--- src/rtl/lsu_pkg.sv ---
// Shared definitions for the load/store unit: FSM states, RV32I size codes
// and the request legality helpers used at acceptance.
package lsu_pkg;

  typedef enum logic [1:0] {IDLE, RD, WR, RSP} state_t;

  localparam logic [2:0] F3_B  = 3'b000;
  localparam logic [2:0] F3_H  = 3'b001;
  localparam logic [2:0] F3_W  = 3'b010;
  localparam logic [2:0] F3_BU = 3'b100;
  localparam logic [2:0] F3_HU = 3'b101;

  // Stores have no unsigned variants, so only B/H/W are legal for them.
  function automatic logic f3_illegal(input logic store, input logic [2:0] f3);
    if (store) return !(f3 inside {F3_B, F3_H, F3_W});
    return !(f3 inside {F3_B, F3_H, F3_W, F3_BU, F3_HU});
  endfunction

  function automatic logic misaligned(input logic [2:0] f3, input logic [1:0] lane);
    case (f3)
      F3_H, F3_HU: return lane[0];
      F3_W:        return |lane;
      default:     return 1'b0;
    endcase
  endfunction

endpackage

--- src/rtl/lsu_align.sv ---
// Combinational lane logic: extracts and extends a load value from a memory
// word, and merges sub-word store data into a memory word (little-endian).
module lsu_align
  import lsu_pkg::*;
(
  input  logic [31:0] word,
  input  logic [1:0]  lane,
  input  logic [2:0]  funct3,
  input  logic [31:0] wdata,
  output logic [31:0] load_data,
  output logic [31:0] store_word
);

  logic [31:0] shifted;

  always_comb begin
    shifted = word >> {lane, 3'b000};
    case (funct3)
      F3_B:    load_data = {{24{shifted[7]}}, shifted[7:0]};
      F3_BU:   load_data = {24'h0, shifted[7:0]};
      F3_H:    load_data = {{16{shifted[15]}}, shifted[15:0]};
      F3_HU:   load_data = {16'h0, shifted[15:0]};
      default: load_data = word;
    endcase
  end

  always_comb begin
    store_word = word;
    case (funct3)
      F3_B:    store_word[{lane, 3'b000} +: 8] = wdata[7:0];
      F3_H:    store_word[{lane[1], 4'b0000} +: 16] = wdata[15:0];
      default: store_word = wdata;
    endcase
  end

endmodule

--- src/rtl/load_store_unit.sv ---
// Single-request load/store unit: loads take one read cycle, sub-word stores
// do read-modify-write, illegal requests answer with an error and no access.
module load_store_unit
  import lsu_pkg::*;
#(
  parameter int DM_WORDS = 32
) (
  input  logic        CLK,
  input  logic        RST,
  input  logic        req_valid,
  output logic        req_ready,
  input  logic        req_store,
  input  logic [2:0]  req_funct3,
  input  logic [31:0] req_addr,
  input  logic [31:0] req_wdata,
  output logic        resp_valid,
  input  logic        resp_ready,
  output logic [31:0] resp_rdata,
  output logic        resp_err,
  output logic        WE,
  output logic [31:0] A_DM,
  output logic [31:0] WD,
  input  logic [31:0] RD3
);

  state_t      state, state_nxt;
  logic        st_q;
  logic [2:0]  f3_q;
  logic [31:0] addr_q;
  logic [31:0] wd_q;
  logic [31:0] rdata_q;
  logic        err_q;

  logic        accept;
  logic        req_bad;
  logic [31:0] load_data;
  logic [31:0] merged;

  assign accept  = req_valid && req_ready;
  assign req_bad = f3_illegal(req_store, req_funct3)
                || misaligned(req_funct3, req_addr[1:0])
                || ({2'b00, req_addr[31:2]} >= 32'(DM_WORDS));

  lsu_align u_align (
    .word       (RD3),
    .lane       (addr_q[1:0]),
    .funct3     (f3_q),
    .wdata      (wd_q),
    .load_data  (load_data),
    .store_word (merged)
  );

  always_ff @(posedge CLK) begin
    if (RST) state <= IDLE;
    else     state <= state_nxt;
  end

  always_comb begin
    state_nxt = state;
    case (state)
      IDLE: begin
        if (accept) begin
          if (req_bad)                  state_nxt = RSP;
          else if (!req_store)          state_nxt = RD;
          else if (req_funct3 == F3_W)  state_nxt = WR;
          else                          state_nxt = RD;
        end
      end
      RD:      state_nxt = st_q ? WR : RSP;
      WR:      state_nxt = RSP;
      RSP:     if (resp_ready) state_nxt = IDLE;
      default: state_nxt = IDLE;
    endcase
  end

  // Memory-facing outputs read as zero while idle so the bus is quiet between requests.
  always_comb begin
    req_ready  = (state == IDLE);
    resp_valid = (state == RSP);
    resp_rdata = rdata_q;
    resp_err   = err_q;
    WE         = (state == WR) && !RST;
    A_DM       = (state == IDLE) ? 32'h0 : {2'b00, addr_q[31:2]};
    WD         = (state == IDLE) ? 32'h0 : wd_q;
  end

  always_ff @(posedge CLK) begin
    if (RST) begin
      st_q    <= 1'b0;
      f3_q    <= 3'b000;
      addr_q  <= 32'h0;
      wd_q    <= 32'h0;
      rdata_q <= 32'h0;
      err_q   <= 1'b0;
    end else begin
      case (state)
        IDLE: begin
          if (accept) begin
            st_q    <= req_store;
            f3_q    <= req_funct3;
            addr_q  <= req_addr;
            wd_q    <= req_wdata;
            rdata_q <= 32'h0;
            err_q   <= req_bad;
          end
        end
        RD: begin
          if (st_q) wd_q    <= merged;
          else      rdata_q <= load_data;
        end
        RSP: begin
          if (resp_ready) begin
            rdata_q <= 32'h0;
            err_q   <= 1'b0;
          end
        end
        default: ;
      endcase
    end
  end

endmodule

--- config.mk ---
export PLATFORM = sky130hd
export DESIGN_NAME = load_store_unit
export DESIGN_NICKNAME = d
export VERILOG_FILES = /design/src/rtl/lsu_pkg.sv /design/src/rtl/lsu_align.sv /design/src/rtl/load_store_unit.sv
export SDC_FILE = /design/constraint.sdc
export NUM_CORES = 1
export LEC_CHECK = 0
export BUFFER_PORTS_ARGS = -buffer_cell sky130_fd_sc_hd__clkbuf_2
export CORE_MARGIN = 10
export CORE_UTILIZATION = 40
export DETAILED_ROUTE_END_ITERATION = 6
export PLACE_DENSITY_LB_ADDON = 0.05
export SETUP_SLACK_MARGIN = 0.02
export SLEW_MARGIN = 20
export SYNTH_ARGS = -nofsm -noshare
export SYNTH_HDL_FRONTEND = slang
export SYNTH_SLANG_ARGS = --single-unit
--- constraint.sdc ---
create_clock -name CLK -period 2.21 [get_ports CLK]
set_input_delay 0.3315 -clock CLK [delete_from_list [all_inputs] [get_ports CLK]]
set_output_delay 0.3315 -clock CLK [all_outputs]
set_load 0.1 [all_outputs]
* After elaboration in Yosys (flattened, before gate mapping)
Index checks and enable logic that the tools add are counted.
** Storage, ports and cells
- Logic and storage cells :: 79
- Register bits after elaboration :: 103
- Output and inout bits :: 100
- Input bits :: 104
** Operators by class
- $add $sub $neg :: 2
- Reductions and logical operators :: 22
- Equal/unequal tests :: 15
- Order comparisons :: 1
- Shift operators :: 5
- Muxes and demuxes :: 27
** Operators with widths (number)
- $mux 32 :: 6
- $pmux 32 s2 :: 2
- $pmux 32 s4 :: 1
- $pmux 32 s3 :: 1
- $bwmux 32 :: 2
- $shift 16x7->32 const A :: 1
- $shift 8x7->32 const A :: 1
- $shiftx 16x7->32 :: 1
- $shiftx 8x7->32 :: 1
- $shr 32x5->16 :: 1
- $ge 30x6->1 const B :: 1
- $mux 30 :: 1
- $neg 5->7 :: 2
- $eq 3x3->1 const B :: 4
- $mux 2 :: 5
- $pmux 2 s4 :: 1
- $reduce_and 4->1 :: 2
- $eq 3x1->1 const B :: 2
- $logic_not 3->1 :: 2
- $mux 1 :: 6
- $reduce_bool 3->1 :: 2
- $reduce_bool 5->1 :: 1
- $eq 2x2->1 const B :: 2
- $ne 2x1->1 const B :: 2
- 13 further kinds :: 22

* Depth between registers and ports, before layout
- Depth after elaboration :: 10
- Gate-level depth with buffers :: 10
- Depth with buffers taken out :: 6

* By module
Synthesis repeated with hierarchy kept, for this count alone.
** Unflattened totals
- Cell total of the unflattened synthesis :: 925
- Area, all modules :: 6842.8 µm²
** Modules (own cells, without submodules)
- load_store_unit :: cells each 566, area each 4631.9 µm², times used 1, sequential area each 2062.0 µm²
- lsu_align :: cells each 359, area each 2210.9 µm², times used 1, sequential area each 0.0 µm²

* Worst setup path before layout
No wires, ideal clock.
- Kind :: register to output
- Start point :: reg state[0]
- End point :: out A_DM[10]
- Buffers on the path :: 3
- Data arrival time :: 3.065 ns
- Cell stages (with the launch flop) :: 7
- Slack :: -1.186 ns
- Required time :: 1.879 ns
- Cells stage by stage :: dfxtp_1 -> inv_1 -> ha_1 -> buf_4 -> clkbuf_1 -> clkbuf_1 -> nor2b_1
** On the way
- Word-level cells in the longest chain between the ends :: 2
** RTL lines
- from (decl) :: RTL line load_store_unit.sv:26 : state_t state, state_nxt;
- from (signal assigned) :: RTL line load_store_unit.sv:55 : else state <= state_nxt;
- $logic_not 2->1
- net req_ready :: RTL line load_store_unit.sv:11 : output logic req_ready,
- $mux 30 :: RTL line load_store_unit.sv:83 : A_DM = (state == IDLE) ? 32'h0 : {2'b00, addr_q[31:2]};
- to (decl) :: RTL line load_store_unit.sv:21 : output logic [31:0] A_DM,
The timed path passes the listed nets, and every way through them passes these cells.

* Worst setup path in the final report
- Start point :: reg state[1]
- End point :: reg wd_q[25]
** On the way
- Word-level cells in the longest chain between the ends :: 4
- Elaborated cells on any way between the ends :: 9
- Classes of those cells :: eq/ne (4); mux (1); reduce/logical (4)
** RTL lines
- $logic_not 2->1 :: RTL line load_store_unit.sv:78, load_store_unit.sv:96
- $logic_and 1x1->1 :: RTL line load_store_unit.sv:39 : assign accept = req_valid && req_ready;
- $ne 2x1->1 (no source line)
- $reduce_and 4->1 (no source line)
- to (signal assigned) :: RTL line load_store_unit.sv:102 : wd_q <= req_wdata;
- to (signal assigned) :: RTL line load_store_unit.sv:108 : if (st_q) wd_q <= merged;
- to (decl) :: RTL line load_store_unit.sv:30 : logic [31:0] wd_q;
Parallel ways exist; a longest one is shown, timed or not.
A chain may end at the register's enable or synchronous reset.

==> impl_results.md <==
- Number of global-route vias before repair: ~6200
- Startpoint type of the worst setup path: flop
- Final non-filler cell total: 1051
- Antenna cell count: 0
- CTS root buf: clkbuf_16
- Netlist Area Pre-Place: 0.005719 mm2
- Final #Nets: roughly 980
- DRC: 0
- Vias: 6132
- Initial DRC count: 494
- Max Clock Skew: 0.005900 ns
- Period minus WS final: 2.103 ns
- IO Port Bufs: around 200
- Die Wd: 139.6 um
- CP Depth: 9
- Top Ports: 204
- DP HPWL: 16930 um
- Drt total wl: 22020 um
- Routed length per instance: 20.95 um
- Final Hold Viols: 0
- Arrival @ worst endpoint: 2.34 ns
- CTS Hold Bufs: 0
- Routed Antenna Nets: 0
- Hold path depth: 3
- Max-cap violations: 0
- Final Cell Area: about 0.0086 mm2
- Syn_area_per_cell: 8.325 um2
- Antenna violations before repair: 0
- Worst slew pin tran: around 0.57 ns
- Slew Viols, Final: 0
- Asr flop ratio synth: 0
- Synth cell types: 55
- Share of cells above drive strength 1: 0.4007
- Worst vdd ir: approximately 0.65 mV
- Status: complete, no violations
- Row Count: 43
- CP max-delay cell: dfxtp_1
- Placed instance area: 0.008258 mm2
- GPL Wtd Cong: 0.9448
- Post-synth top flop: dfxtp_1
- Clk buf depth: 2
- Die H: 139.6 um
- Power Dens Cells: approximately 1500 mW/mm2
- Crit end category: flop
- Core Box Area: 0.01393 mm2
- WP data required: around 2.4 ns
- H-tree depth: 3
- Post-synth EDFFs: 0
- Critical path buffer and inverter count: 5
- CP dominant cell by count: buf_4
- Sequential share of the synthesized area: 0.3605
- First-pass detailed-route iteration total: 6
- Grt ovf: 0
- Leakage Power: ~0.0034 uW
- RSZ-0062 raised after global routing: yes
- Crit path cell chain: inv_2, ha_1, buf_4, inv_1, buf_4, nor3_1, buf_4, a221oi_1, a21oi_1
- Fmax: ~0.48 GHz
- Die area: between 0.015 and 0.02 mm2
- Largest stage delay on the critical path: between 0.4 and 0.5 ns
- Clock latency on the worst-skew pair: 0.36 ns
- Worst setup margin: 0.1074 ns
- Crit Path Category: flop to flop
- First-pass GRT wire length: 34310 um
- Total GRT Usage: 0.2153
- Largest net degree at the start of global routing: 43
- CTS Buf Count: 9
- Placed cell count: 1035
- Worst r2r path cells: 9
- Crit share post-route: 0.9514
- Mapped Cells: between 600 and 700
- Layout area overhead: 49.84%
- Final setup vio count: 0
- CP max FO: 9
- Yosys warning count: 0
- Starting Density: 0.4104
- Slew headroom: 0.6180
- CTS tree: done
- Cell family with most CP delay: buffers and inverters
- #FFs+latches synth: 103
- Post-CTS Setup Bufs: 0
- Via density: 5.834
- Hold WC Path Type: input port to flop
- Clock Sinks: slightly above 100
- Clock slew at reported path FFs: 0.07 ns
- Pre-CTS WS: 0.02265 ns
where the power goes:
group          total [uW]  leakage, uW  internal [uW]  switching (uW)
logic                8580      0.00238           2770            5820
clock network        1580     0.000142            814             766
registers            2990     0.000844           2420             565
total               13100      0.00336           6000            7150
cell usage in the layout (no fill, tap or decap), drive strengths merged, types with 2 or more instances in the layout:
| cell type | n |
|---|---|
| o21ai | 28 |
| nand4 | 4 |
| a22oi | 19 |
| conb | 2 |
| o221ai | 7 |
| nor2b | 78 |
| nor2 | 7 |
| a31oi | 7 |
| a211oi | 12 |
| nand3 | 3 |
| buf | 93 |
| nand2 | 99 |
| and2 | 11 |
| a2bb2oi | 7 |
| nor3b | 3 |
| a31o | 9 |
| nor4 | 5 |
| nor3 | 8 |
| a221o | 23 |
| mux2i | 13 |
| a221oi | 22 |
| and3 | 11 |
| or3b | 2 |
| mux2 | 2 |
| nand2b | 3 |
| inv | 19 |
| ha | 9 |
| dfxtp | 103 |
| clkbuf | 147 |
| a21oi | 80 |
| o211ai | 9 |
| a222oi | 5 |
| o22ai | 7 |
repair_timing:
action / CTS / global route
setup endpoints to repair: 3 / 40
pin swaps: 0 / 0
gates cloned: 0 / 0
gates resized for setup: 1 / 6
registers in the layout (all words and copies together), names as in the netlist:
register	cells
resp_err	1
resp_rdata	32
state	2
f3_q	3
st_q	1
addr_q	32
wd_q	32
worst paths after layout:
| check | from | slack, ns | endpoint |
|---|---|---|---|
| setup / recovery | state[1] | 0.11 | wd_q[25] |
| hold / removal | req_addr[2] | 0.19 | addr_q[2] |
| setup reg to reg | state[1] | 0.11 | wd_q[25] |
| hold reg to reg | addr_q[2] | 0.46 | addr_q[2] |
per-stage QoR:
| step | TNS [ns] | hold WS, ns | total power [uW] | util |
|---|---|---|---|---|
| after floorplan | -0.2073 | 0.4316 | 9320 | - |
| after global placement | 0 | 0.4388 | 11480 | 0.5926 |
| after detailed placement | 0 | 0.4474 | 11580 | 0.5926 |
| after CTS | 0 | 0.1799 | 13160 | 0.6135 |
| after global routing | 0 | 0.1880 | 13720 | 0.6150 |
| final | 0 | 0.1874 | 13150 | 0.6150 |
tightest hold or removal path, stage by stage:
cell	delay, ns
clkbuf_2	0.08
nand2_1	0.04
a21oi_1	0.05
synth_stat cells (all sizes together), types with 12 or more instances:
library cell,number,area [um2]
dfxtp,103,2062
nand2,99,371.6
a21oi,80,404.1
nor2b,78,488.0
clkbuf,38,142.6
o21ai,28,140.1
buf,25,180.2
a221o,23,230.2
a221oi,22,210.2
a22oi,19,142.6
inv,15,56.30
mux2i,13,130.1
a211oi,12,132.6
logic make-up (layout without fill, tap and decap cells):
| kind of cell | Yosys count | after routing | synth area share |
|---|---|---|---|
| other | 1 | 2 | 0.0006557 |
| AO/OA/AOI/OAI | 241 | 241 | 0.3041 |
| adder cells (fa/ha/maj) | 9 | 9 | 0.01969 |
| AND/OR/NAND/NOR | 239 | 239 | 0.2181 |
| multiplexers | 16 | 16 | 0.03063 |
| flip-flops | 103 | 103 | 0.3605 |
| buffers and inverters | 78 | 261 | 0.06629 |
final cells by class:
| cell class | count | area, um2 |
|---|---|---|
| tap | 180 | 225.2 |
| timing repair buffer | 230 | 2147 |
| inverter | 15 | 56.30 |
| sequential | 103 | 2063 |
| clock inverter | 6 | 50.05 |
| fill | 1203 | 5365 |
| multi-input combinational | 507 | 3789 |
| clock buffer | 10 | 239.0 |
routing by layer:
layer | wire length, um | global-route usage | vias up | part of all wire
met5 | 0 | 0 | - | 0
met4 | 532 | 0.06957 | 0 | 0.024
met3 | 2283 | 0.08540 | 38 | 0.10
met2 | 10790 | 0.3647 | 292 | 0.49
met1 | 8405 | 0.2419 | 2929 | 0.38
li1 | - | - | 2873 | -
(Power assumes the default switching activity.)
